File: src/rtl/lsp_if.sv
// lsp_if: bundles every signal of the load/store pipe except clock and reset.
//   ix_lsp_*     : issue -> lsp instruction handshake (valid/ready)
//   lsp_ix_mem_* : MEM-stage hazard/bypass info back to issue
//   lsp_wb_*     : registered writeback result
//   lsp_dm_*     : data-memory request/response port
// Modports:
//   slave  : the lsp side (consumes instructions, drives memory requests)
//   master : the environment side (issue stage, data memory, writeback)
interface lsp_if;
  logic [63:0] ix_lsp_pc;
  logic [4:0]  ix_lsp_dst;
  logic        ix_lsp_wb_en;
  logic [63:0] ix_lsp_base;
  logic [11:0] ix_lsp_offset;
  logic [63:0] ix_lsp_source;
  logic        ix_lsp_mem_sign;
  logic [1:0]  ix_lsp_mem_width;
  logic        ix_lsp_valid;
  logic        ix_lsp_ready;

  logic        lsp_ix_mem_busy;
  logic        lsp_ix_mem_wb_en;
  logic [4:0]  lsp_ix_mem_dst;

  logic [4:0]  lsp_wb_dst;
  logic [63:0] lsp_wb_result;
  logic        lsp_wb_wb_en;
  logic [63:0] lsp_wb_pc;
  logic        lsp_wb_misalign;
  logic        lsp_wb_valid;

  logic [63:0] lsp_dm_req_addr;
  logic        lsp_dm_req_wen;
  logic [63:0] lsp_dm_req_wdata;
  logic [7:0]  lsp_dm_req_wmask;
  logic        lsp_dm_req_valid;
  logic        lsp_dm_req_ready;
  logic [63:0] lsp_dm_resp_rdata;
  logic        lsp_dm_resp_valid;

  modport slave (
    input  ix_lsp_pc, ix_lsp_dst, ix_lsp_wb_en, ix_lsp_base, ix_lsp_offset,
           ix_lsp_source, ix_lsp_mem_sign, ix_lsp_mem_width, ix_lsp_valid,
    output ix_lsp_ready,
    output lsp_ix_mem_busy, lsp_ix_mem_wb_en, lsp_ix_mem_dst,
    output lsp_wb_dst, lsp_wb_result, lsp_wb_wb_en, lsp_wb_pc,
           lsp_wb_misalign, lsp_wb_valid,
    output lsp_dm_req_addr, lsp_dm_req_wen, lsp_dm_req_wdata,
           lsp_dm_req_wmask, lsp_dm_req_valid,
    input  lsp_dm_req_ready, lsp_dm_resp_rdata, lsp_dm_resp_valid
  );

  modport master (
    output ix_lsp_pc, ix_lsp_dst, ix_lsp_wb_en, ix_lsp_base, ix_lsp_offset,
           ix_lsp_source, ix_lsp_mem_sign, ix_lsp_mem_width, ix_lsp_valid,
    input  ix_lsp_ready,
    input  lsp_ix_mem_busy, lsp_ix_mem_wb_en, lsp_ix_mem_dst,
    input  lsp_wb_dst, lsp_wb_result, lsp_wb_wb_en, lsp_wb_pc,
           lsp_wb_misalign, lsp_wb_valid,
    input  lsp_dm_req_addr, lsp_dm_req_wen, lsp_dm_req_wdata,
           lsp_dm_req_wmask, lsp_dm_req_valid,
    output lsp_dm_req_ready, lsp_dm_resp_rdata, lsp_dm_resp_valid
  );
endinterface

File: src/rtl/lsp.sv
// lsp: load/store pipe. Accepts one memory instruction at a time from issue,
// computes the effective address combinationally (AG), keeps a single
// outstanding data-memory request in MEM, and registers the lane-shifted,
// width-extended load result into WB.
// Ports:
//   clk   : clock
//   rst_n : asynchronous active-low reset
//   bus   : lsp_if.slave, issue handshake, MEM hazard info, WB outputs and
//           the data-memory request/response port
// Configuration:
//   LSP_MISALIGN_CHECK_EN : when defined, misaligned accesses raise a
//   misalign fault in WB instead of going to memory. When undefined, the low
//   address bits are force-aligned to the access size and lsp_wb_misalign
//   is tied to 0.
module lsp (
  input logic   clk,
  input logic   rst_n,
  lsp_if.slave  bus
);

  typedef enum logic {
    MEM_IDLE,
    MEM_BUSY
  } mem_state_e;

  mem_state_e state_q, state_d;

  logic [63:0] ea;
  logic [2:0]  lane;
  logic [7:0]  size_mask;
  logic        mem_busy;
  logic        mem_free;
  logic        handshake;
  logic        resp_take;

  logic [4:0]  mem_dst;
  logic        mem_wb_en;
  logic [1:0]  mem_width;
  logic        mem_sign;
  logic [2:0]  mem_lane;
  logic [63:0] mem_pc;

  logic [63:0] rdata_shifted;
  logic [63:0] load_result;

`ifdef LSP_MISALIGN_CHECK_EN
  logic [2:0]  align_mask;
  logic        misalign;
  logic        fault_take;
  logic        wb_misalign;
`endif

  // Effective address and the byte-enable pattern of the access size.
  always_comb begin
    ea = bus.ix_lsp_base + {{52{bus.ix_lsp_offset[11]}}, bus.ix_lsp_offset};
    size_mask = 8'h01;
    case (bus.ix_lsp_mem_width)
      2'd0:    size_mask = 8'h01;
      2'd1:    size_mask = 8'h03;
      2'd2:    size_mask = 8'h0F;
      default: size_mask = 8'hFF;
    endcase
  end

`ifdef LSP_MISALIGN_CHECK_EN
  // Lane is taken as-is; a nonzero offset inside the access size is a fault.
  always_comb begin
    lane = ea[2:0];
    align_mask = 3'd0;
    case (bus.ix_lsp_mem_width)
      2'd0:    align_mask = 3'd0;
      2'd1:    align_mask = 3'd1;
      2'd2:    align_mask = 3'd3;
      default: align_mask = 3'd7;
    endcase
    misalign = |(ea[2:0] & align_mask);
  end
`else
  // Without the check, low bits inside the access size are simply dropped.
  always_comb begin
    lane = ea[2:0];
    case (bus.ix_lsp_mem_width)
      2'd0:    lane = ea[2:0];
      2'd1:    lane = {ea[2:1], 1'b0};
      2'd2:    lane = {ea[2], 2'b00};
      default: lane = 3'b000;
    endcase
  end
`endif

  assign mem_busy  = (state_q == MEM_BUSY);
  assign resp_take = mem_busy && bus.lsp_dm_resp_valid;
  // MEM can take a new request in the same cycle its response drains.
  assign mem_free  = !mem_busy || bus.lsp_dm_resp_valid;

  // Request path and issue handshake.
  always_comb begin
    bus.lsp_dm_req_addr  = {ea[63:3], 3'b000};
    bus.lsp_dm_req_wen   = !bus.ix_lsp_wb_en;
    bus.lsp_dm_req_wdata = bus.ix_lsp_source << {lane, 3'b000};
    bus.lsp_dm_req_wmask = bus.ix_lsp_wb_en ? 8'h00 : (size_mask << lane);
`ifdef LSP_MISALIGN_CHECK_EN
    bus.lsp_dm_req_valid = bus.ix_lsp_valid && mem_free && !misalign;
    // A fault waits for MEM to be fully idle so its WB slot can never
    // collide with a response draining from MEM in the same cycle.
    fault_take = bus.ix_lsp_valid && misalign && !mem_busy;
    if (!bus.ix_lsp_valid)
      bus.ix_lsp_ready = 1'b1;
    else if (misalign)
      bus.ix_lsp_ready = !mem_busy;
    else
      bus.ix_lsp_ready = mem_free && bus.lsp_dm_req_ready;
`else
    bus.lsp_dm_req_valid = bus.ix_lsp_valid && mem_free;
    bus.ix_lsp_ready = !bus.ix_lsp_valid || (mem_free && bus.lsp_dm_req_ready);
`endif
    handshake = bus.lsp_dm_req_valid && bus.lsp_dm_req_ready;
  end

  // MEM occupancy state register.
  always_ff @(posedge clk or negedge rst_n) begin
    if (!rst_n)
      state_q <= MEM_IDLE;
    else
      state_q <= state_d;
  end

  // MEM stays busy when a new request refills it as the old one drains.
  always_comb begin
    state_d = state_q;
    case (state_q)
      MEM_IDLE: if (handshake) state_d = MEM_BUSY;
      MEM_BUSY: if (bus.lsp_dm_resp_valid) state_d = handshake ? MEM_BUSY : MEM_IDLE;
      default:  state_d = MEM_IDLE;
    endcase
  end

  // MEM contents captured on each request handshake.
  always_ff @(posedge clk or negedge rst_n) begin
    if (!rst_n) begin
      mem_dst   <= '0;
      mem_wb_en <= 1'b0;
      mem_width <= '0;
      mem_sign  <= 1'b0;
      mem_lane  <= '0;
      mem_pc    <= '0;
    end else if (handshake) begin
      mem_dst   <= bus.ix_lsp_dst;
      mem_wb_en <= bus.ix_lsp_wb_en;
      mem_width <= bus.ix_lsp_mem_width;
      mem_sign  <= bus.ix_lsp_mem_sign;
      mem_lane  <= lane;
      mem_pc    <= bus.ix_lsp_pc;
    end
  end

  assign bus.lsp_ix_mem_busy  = mem_busy;
  assign bus.lsp_ix_mem_wb_en = mem_busy && mem_wb_en;
  assign bus.lsp_ix_mem_dst   = mem_dst;

  // Shift the addressed bytes down to lane 0, then truncate and extend.
  always_comb begin
    rdata_shifted = bus.lsp_dm_resp_rdata >> {mem_lane, 3'b000};
    load_result = rdata_shifted;
    case (mem_width)
      2'd0: load_result = mem_sign ? {{56{rdata_shifted[7]}}, rdata_shifted[7:0]}
                                   : {56'b0, rdata_shifted[7:0]};
      2'd1: load_result = mem_sign ? {{48{rdata_shifted[15]}}, rdata_shifted[15:0]}
                                   : {48'b0, rdata_shifted[15:0]};
      2'd2: load_result = mem_sign ? {{32{rdata_shifted[31]}}, rdata_shifted[31:0]}
                                   : {32'b0, rdata_shifted[31:0]};
      default: load_result = rdata_shifted;
    endcase
    if (!mem_wb_en)
      load_result = '0;
  end

  // WB register: one valid pulse per completed (or faulted) instruction.
  always_ff @(posedge clk or negedge rst_n) begin
    if (!rst_n) begin
      bus.lsp_wb_valid  <= 1'b0;
      bus.lsp_wb_dst    <= '0;
      bus.lsp_wb_pc     <= '0;
      bus.lsp_wb_wb_en  <= 1'b0;
      bus.lsp_wb_result <= '0;
`ifdef LSP_MISALIGN_CHECK_EN
      wb_misalign       <= 1'b0;
`endif
    end else if (resp_take) begin
      bus.lsp_wb_valid  <= 1'b1;
      bus.lsp_wb_dst    <= mem_dst;
      bus.lsp_wb_pc     <= mem_pc;
      bus.lsp_wb_wb_en  <= mem_wb_en;
      bus.lsp_wb_result <= load_result;
`ifdef LSP_MISALIGN_CHECK_EN
      wb_misalign       <= 1'b0;
    end else if (fault_take) begin
      bus.lsp_wb_valid  <= 1'b1;
      bus.lsp_wb_dst    <= bus.ix_lsp_dst;
      bus.lsp_wb_pc     <= bus.ix_lsp_pc;
      bus.lsp_wb_wb_en  <= 1'b0;
      bus.lsp_wb_result <= '0;
      wb_misalign       <= 1'b1;
`endif
    end else begin
      bus.lsp_wb_valid  <= 1'b0;
    end
  end

`ifdef LSP_MISALIGN_CHECK_EN
  assign bus.lsp_wb_misalign = wb_misalign;
`else
  assign bus.lsp_wb_misalign = 1'b0;
`endif

endmodule

File: src/flat_wrapper.sv
// flat-port wrapper written by rule: the top's interface ports become plain ports
module lsp_flat 
  (clk, rst_n, bus_ix_lsp_pc, bus_ix_lsp_dst, bus_ix_lsp_wb_en, bus_ix_lsp_base, bus_ix_lsp_offset, bus_ix_lsp_source, bus_ix_lsp_mem_sign, bus_ix_lsp_mem_width, bus_ix_lsp_valid, bus_ix_lsp_ready, bus_lsp_ix_mem_busy, bus_lsp_ix_mem_wb_en, bus_lsp_ix_mem_dst, bus_lsp_wb_dst, bus_lsp_wb_result, bus_lsp_wb_wb_en, bus_lsp_wb_pc, bus_lsp_wb_misalign, bus_lsp_wb_valid, bus_lsp_dm_req_addr, bus_lsp_dm_req_wen, bus_lsp_dm_req_wdata, bus_lsp_dm_req_wmask, bus_lsp_dm_req_valid, bus_lsp_dm_req_ready, bus_lsp_dm_resp_rdata, bus_lsp_dm_resp_valid);
  lsp_if bus_i ();
  input logic clk;
  input logic rst_n;
  input wire logic [$bits(bus_i.ix_lsp_pc)-1:0] bus_ix_lsp_pc;
  input wire logic [$bits(bus_i.ix_lsp_dst)-1:0] bus_ix_lsp_dst;
  input wire logic [$bits(bus_i.ix_lsp_wb_en)-1:0] bus_ix_lsp_wb_en;
  input wire logic [$bits(bus_i.ix_lsp_base)-1:0] bus_ix_lsp_base;
  input wire logic [$bits(bus_i.ix_lsp_offset)-1:0] bus_ix_lsp_offset;
  input wire logic [$bits(bus_i.ix_lsp_source)-1:0] bus_ix_lsp_source;
  input wire logic [$bits(bus_i.ix_lsp_mem_sign)-1:0] bus_ix_lsp_mem_sign;
  input wire logic [$bits(bus_i.ix_lsp_mem_width)-1:0] bus_ix_lsp_mem_width;
  input wire logic [$bits(bus_i.ix_lsp_valid)-1:0] bus_ix_lsp_valid;
  output wire logic [$bits(bus_i.ix_lsp_ready)-1:0] bus_ix_lsp_ready;
  output wire logic [$bits(bus_i.lsp_ix_mem_busy)-1:0] bus_lsp_ix_mem_busy;
  output wire logic [$bits(bus_i.lsp_ix_mem_wb_en)-1:0] bus_lsp_ix_mem_wb_en;
  output wire logic [$bits(bus_i.lsp_ix_mem_dst)-1:0] bus_lsp_ix_mem_dst;
  output wire logic [$bits(bus_i.lsp_wb_dst)-1:0] bus_lsp_wb_dst;
  output wire logic [$bits(bus_i.lsp_wb_result)-1:0] bus_lsp_wb_result;
  output wire logic [$bits(bus_i.lsp_wb_wb_en)-1:0] bus_lsp_wb_wb_en;
  output wire logic [$bits(bus_i.lsp_wb_pc)-1:0] bus_lsp_wb_pc;
  output wire logic [$bits(bus_i.lsp_wb_misalign)-1:0] bus_lsp_wb_misalign;
  output wire logic [$bits(bus_i.lsp_wb_valid)-1:0] bus_lsp_wb_valid;
  output wire logic [$bits(bus_i.lsp_dm_req_addr)-1:0] bus_lsp_dm_req_addr;
  output wire logic [$bits(bus_i.lsp_dm_req_wen)-1:0] bus_lsp_dm_req_wen;
  output wire logic [$bits(bus_i.lsp_dm_req_wdata)-1:0] bus_lsp_dm_req_wdata;
  output wire logic [$bits(bus_i.lsp_dm_req_wmask)-1:0] bus_lsp_dm_req_wmask;
  output wire logic [$bits(bus_i.lsp_dm_req_valid)-1:0] bus_lsp_dm_req_valid;
  input wire logic [$bits(bus_i.lsp_dm_req_ready)-1:0] bus_lsp_dm_req_ready;
  input wire logic [$bits(bus_i.lsp_dm_resp_rdata)-1:0] bus_lsp_dm_resp_rdata;
  input wire logic [$bits(bus_i.lsp_dm_resp_valid)-1:0] bus_lsp_dm_resp_valid;
  assign bus_i.ix_lsp_pc = bus_ix_lsp_pc;
  assign bus_i.ix_lsp_dst = bus_ix_lsp_dst;
  assign bus_i.ix_lsp_wb_en = bus_ix_lsp_wb_en;
  assign bus_i.ix_lsp_base = bus_ix_lsp_base;
  assign bus_i.ix_lsp_offset = bus_ix_lsp_offset;
  assign bus_i.ix_lsp_source = bus_ix_lsp_source;
  assign bus_i.ix_lsp_mem_sign = bus_ix_lsp_mem_sign;
  assign bus_i.ix_lsp_mem_width = bus_ix_lsp_mem_width;
  assign bus_i.ix_lsp_valid = bus_ix_lsp_valid;
  assign bus_ix_lsp_ready = bus_i.ix_lsp_ready;
  assign bus_lsp_ix_mem_busy = bus_i.lsp_ix_mem_busy;
  assign bus_lsp_ix_mem_wb_en = bus_i.lsp_ix_mem_wb_en;
  assign bus_lsp_ix_mem_dst = bus_i.lsp_ix_mem_dst;
  assign bus_lsp_wb_dst = bus_i.lsp_wb_dst;
  assign bus_lsp_wb_result = bus_i.lsp_wb_result;
  assign bus_lsp_wb_wb_en = bus_i.lsp_wb_wb_en;
  assign bus_lsp_wb_pc = bus_i.lsp_wb_pc;
  assign bus_lsp_wb_misalign = bus_i.lsp_wb_misalign;
  assign bus_lsp_wb_valid = bus_i.lsp_wb_valid;
  assign bus_lsp_dm_req_addr = bus_i.lsp_dm_req_addr;
  assign bus_lsp_dm_req_wen = bus_i.lsp_dm_req_wen;
  assign bus_lsp_dm_req_wdata = bus_i.lsp_dm_req_wdata;
  assign bus_lsp_dm_req_wmask = bus_i.lsp_dm_req_wmask;
  assign bus_lsp_dm_req_valid = bus_i.lsp_dm_req_valid;
  assign bus_i.lsp_dm_req_ready = bus_lsp_dm_req_ready;
  assign bus_i.lsp_dm_resp_rdata = bus_lsp_dm_resp_rdata;
  assign bus_i.lsp_dm_resp_valid = bus_lsp_dm_resp_valid;
  lsp u_core (.clk(clk), .rst_n(rst_n), .bus(bus_i));
endmodule
File: config.mk
export PLATFORM = sky130hd
export DESIGN_NAME = lsp_flat
export DESIGN_NICKNAME = d
export VERILOG_FILES = /design/src/rtl/lsp_if.sv /design/src/rtl/lsp.sv /design/src/flat_wrapper.sv
export SDC_FILE = /design/constraint.sdc
export NUM_CORES = 1
export LEC_CHECK = 0
export ABC_AREA = 1
export CORE_AREA = 2 2 221 223
export DETAILED_ROUTE_END_ITERATION = 6
export DIE_AREA = 0 0 223 225
export PLACE_DENSITY = 0.73
export SETUP_SLACK_MARGIN = 0.1
export SYNTH_ARGS = -nofsm -noshare
export SYNTH_HDL_FRONTEND = slang
export SYNTH_SLANG_ARGS = --single-unit
export TNS_END_PERCENT = 5
File: constraint.sdc
create_clock -name clk -period 3.3 [get_ports clk]
set_input_delay 0.66 -clock clk [delete_from_list [all_inputs] [get_ports clk]]
set_output_delay 0.66 -clock clk [all_outputs]
set_load 0.05 [all_outputs]
# Word-level counts from Yosys, hierarchy flattened
# Index checks and enable logic that the tools add are counted.
# word_totals
regBits	212
output_inout_bits	282
inputBits	282
elab_cells	45
# op_classes
eq_ne	4
bitwise_logic	1
add_sub_neg	1
n_reduce_logical	12
n_mux	12
n_shift	3
# ops
op	count
$mux W64	4
$pmux W64 S3	1
$add A64 B64 Y64	1
$shl A64 B6 Y64	1
$shr A64 B6 Y64	1
$pmux W8 S3	1
$pmux W3 S3	1
$mux W8	1
$shl A8 B3 Y8	1
$logic_and A1 B1 Y1	5
$eq A2 B1 Y1 const B	2
$eq A2 B2 Y1 const B	2
$logic_not A2 Y1	2
$logic_not A1 Y1	3
$mux W1	3
$logic_or A1 B1 Y1	2
$pmux W1 S2	1
$not A1 Y1	1

# Depth between registers and ports, before layout
# logic_depth
depth_word	7
depth_mapped	14
ltp_nobuf	14

# Least setup slack after synthesis
# No wires, ideal clock.
# synth_timing
path_type	input-to-output
from	in bus_ix_lsp_offset[0]
to	out bus_lsp_dm_req_wdata[48]
t_arrival_ps	3057
path_slack_ps	-417
path_buffers	1
cell_stages	9
required_ps	2640
cell_sequence	ha_1 inv_1 fa_1 nor2_1 inv_2 clkbuf_1 o211ai_1 o21ai_0 o21ai_0
# synth_via
elab_chain_cells	3
# synth_rtl
item	line_no	source
start, declared	flat_wrapper.sv:11	input wire logic [$bits(bus_i.ix_lsp_offset)-1:0] bus_ix_lsp_offset;
$add A64 B64 Y64	lsp.sv:55	ea = bus.ix_lsp_base + {{52{bus.ix_lsp_offset[11]}}, bus.ix_lsp_offset};
$pmux W3 S3	lsp.sv:82	case (bus.ix_lsp_mem_width)
$shl A64 B6 Y64	lsp.sv:100	bus.lsp_dm_req_wdata = bus.ix_lsp_source << {lane, 3'b000};
end, declared	flat_wrapper.sv:28	output wire logic [$bits(bus_i.lsp_dm_req_wdata)-1:0] bus_lsp_dm_req_wdata;
# Every way passes these cells.

# Final worst setup path
# layout_timing
from	in bus_ix_lsp_base[60]
to	out bus_lsp_dm_req_addr[63]
# layout_via
elab_chain_cells	1
# layout_rtl
item	line_no	source
start, declared	flat_wrapper.sv:10	input wire logic [$bits(bus_i.ix_lsp_base)-1:0] bus_ix_lsp_base;
$add A64 B64 Y64	lsp.sv:55	
end, declared	flat_wrapper.sv:26	output wire logic [$bits(bus_i.lsp_dm_req_addr)-1:0] bus_lsp_dm_req_addr;
# Every way passes these cells.

==> out/qor.yml <==
run_status:
  status: "complete, no violations"
logic_synthesis:
  ys_seq_area_share_pct: 29.9
  synthMostInstantiatedCell: "nand2_1"
  ys_async_sr_fraction_pct: 100
  synth-compound-area-share_pct: 14.2
  ys_top_cells_by_count: "nand2_1 (1195), inv_1 (445), nor2_1 (219), dfrtp_1 (212), o21ai_0 (183)"
  yosysWarningCount: 0
  synth_simple_gate_area_share_pct: 34.1
  syn_inst: 2923
  synth_cell_types: 53
  yosysTopAreaCellShare_pct: 29.9
  yosys-mux-area-fraction_pct: 2.32
  syn_area_per_cell_um2: 6.07
  synthXorXnorAreaFrac_pct: 1.58
  synth-main-ff-cell: "dfrtp_1"
  synth-edff-count: 0
  ys_ff_latch: 212
  synthAdderAreaFrac_pct: 4.55
  synth_top_family_by_area: "simple AND/OR/NAND/NOR gates"
  syn_area_um2: 17800
  synth_area_leaders: "dfrtp_1 (30%), nand2_1 (25%), inv_1 (9.4%)"
  yosys.area.top_type: "dfrtp_1"
global_routing:
  grt_max_degree: 172
  first_global_vias: 20200
  grt.total_usage_pct: 30.1
  grt_pass1_wl_mm: 118
  antenna_found_initial: 10
  grt.overflow.total: 0
detailed_routing:
  drt_iter0_drc: 1771
  drtPass1Iterations: 6
  drc_errors: 0
  viasPerCell: 5.07
  vias: 21500
  ant_nets: 0
  wl_mm: 78.9
  routedWlPerCell_um: 18.6
final_layout:
  layout.cells.non_filler: 4242
  nNetsFinal: 3952
  drive_above_1_share_pct: 23.7
  synthToLayoutAreaGrowth_pct: 66.3
pwr:
  ir_drop_uv: 438
  leakage_nw: 15.3
  finalPower_mw: 15.8
  pwr_density_cell_nw_per_um2: 535
sta:
  skew_ps: 9.19
  rsz0062_at_grt: "yes"
  max-slew-margin-rel_pct: 49.0
  period_share_pct: 98.7
  hold_viol: 0
  worstMarginPinSlew_ps: 764
  fmax_mhz: 307
  timing.final.ws_setup_ps: 42.3
  finalSetupViolCount: 0
  final_max_slew_viol_count: 0
  setup-tns-final_ps: 0
  min_period_ps: 3260
clock_network:
  hold_buffers: 0
  htreeDepth: 1
  cts.clk_slew.worst_paths_ps: 60
  cts.path.max_buffers: 3
  cts.root.buffer_cell: "clkbuf_16"
  cts_tree: "done"
  numCtsBuffers: 22
  clock_latency_ps: 520
  cts_sinks: 212
die:
  die_height_um: 225
  boundaryPins: 564
  initial_core_util_pct: 37.3
  die-area_um2: 50200
  num_rows: 80
  core_um2: 47500
  fp.dieW_um: 223
critical_path:
  ff2ff_path_depth: 11
  crit_path_start_kind: "primary input"
  slowest_delay_ps: 510
  crit_required_ps: 2640
  reg2reg_slack_ps: 570
  slowest_stage: "clkdlybuf4s50_1"
  arrival_ps: 2600
  crit_path_cell_trace: "clkdlybuf4s50_1 -> ha_4 -> nand2_1 -> inv_1 -> nand3_4 -> nor2_1 -> nor2_1 -> nand2_1 -> a21oi_2 -> nand2_2 -> nand2_2 -> nand2_2 -> buf_12"
  worstSetupPathType: "in -> out"
  endpoint_kind: "primary output"
  critPathMaxFanout: 4
  cpMostUsedCell: "nand2_2"
placed_design:
  dp_cells: 4178
  numPortBuffers: 559
  dp_worst_setup_slack_ps: -634
  place.gp.congestion: 0.974
  hpwl_mm: 60.9
run:
  cap_violations: 0
min_path:
  hold_path_class: "in -> async"
cell usage in the layout, fill, tap and decap left out, types with 9 or more instances in the layout:
cell and instances:
o21ai_1 43, ha_4 61, o211ai_1 22, dlygate4sd2_1 54
nand2_4 22, inv_1 424, nor2_4 26, buf_4 194
a21oi_1 104, clkbuf_16 22, o21ai_0 152, inv_2 22
o31ai_1 10, nor2_1 152, o22ai_2 10, clkdlybuf4s50_1 351
buf_12 145, or2_2 15, a21oi_2 32, o21ai_2 24
nand2_1 1049, xor2_1 24, nand2_2 128, mux2_2 33
buf_6 11, nor2_2 43, nor3_2 12, dfrtp_1 211
dlymetal6s2s_1 9, o21bai_1 23, nand3_1 76
what timing repair did:
item	CTS	global route
buffers inserted	9	6
gates resized for setup	324	238
endpoints found under the setup margin	130	115
pin swaps	44	89
gates cloned	5	0
final timing paths:
| check | endpoint | startpoint |
|---|---|---|
| setup / recovery | bus_lsp_dm_req_addr[63] | bus_ix_lsp_base[60] |
| hold / removal | u_core.bus.lsp_wb_result[5] | rst_n |
| setup reg to reg | u_core.bus.lsp_wb_result[21] | u_core.mem_lane[0] |
| hold reg to reg | u_core.bus.lsp_wb_pc[14] | u_core.mem_pc[14] |
| max in group asynchronous | u_core.bus.lsp_wb_pc[37] | rst_n |
| min in group clk | u_core.bus.lsp_wb_pc[14] | u_core.mem_pc[14] |
registers in the layout, summed over array words and instances, names as in the netlist:
register / flops
u_core.mem_lane: 3
u_core.mem_sign: 1
u_core.bus.lsp_wb_valid: 1
u_core.bus.lsp_wb_pc: 64
u_core.bus.lsp_wb_dst: 5
u_core.bus.lsp_ix_mem_dst: 5
u_core.mem_pc: 64
u_core.bus.lsp_wb_wb_en: 1
u_core.mem_wb_en: 1
u_core.bus.lsp_wb_result: 64
u_core.mem_width: 2
u_core.bus.lsp_ix_mem_busy: 1
stage by stage:
step                hold WS (ps)  utilization [%]  instance area [um2]
floorplan                    364                -                17800
global placement             442             55.7                26500
detailed placement           450             55.7                26500
CTS                          161             60.5                28700
global route                 192             62.1                29500
finish                       131             62.1                29500
power breakdown:
part	switching (mW)	leakage, nW	total (mW)	internal, mW
sequential	0.377	2.61	3.55	3.18
combinational	5.93	12.3	9.62	3.69
clock	1.04	0.375	2.62	1.57
total	7.35	15.3	15.8	8.44
logic make-up (layout without fill, tap and decap cells):
logic type                 Yosys count  count (layout)
and+or+nand+nor                   1551            1551
buffers and inverters              576            1271
AOI/OAI and AO/OA                  450             450
DFF                                212             212
adders and majority gates           64              64
muxes                               37              37
xor gates and xnor gates            32              32
other                                1              10
worst max-delay path: cells and delay by family:
kind / cells / cell delay [ps]
buffers and inverters: 3 / 770
AO/OA/AOI/OAI: 1 / 190
adder cells (fa/ha/maj): 1 / 240
AND/OR/NAND/NOR: 8 / 720
metal layers:
metal  vias to the layer above  part of all wire [%]  track usage [%]
met4                         8                   4.0             11.7
met5                         -                 0.068                0
li1                      10400                     -                -
met3                       157                   7.7             4.63
met1                     10000                    41             39.0
met2                       925                    47             50.6
cell type report:
type                            count  area [um2]
Sequential cell                   212        5310
Clock buffer                       29         627
Inverter                          453        1710
Clock inverter                     10         141
Fill cell                        4136       18000
Tap cell                          615         769
Antenna cell                        6        15.0
Timing Repair Buffer              779        8850
Multi-Input combinational cell   2138       12100
(Power assumes the default switching activity.)
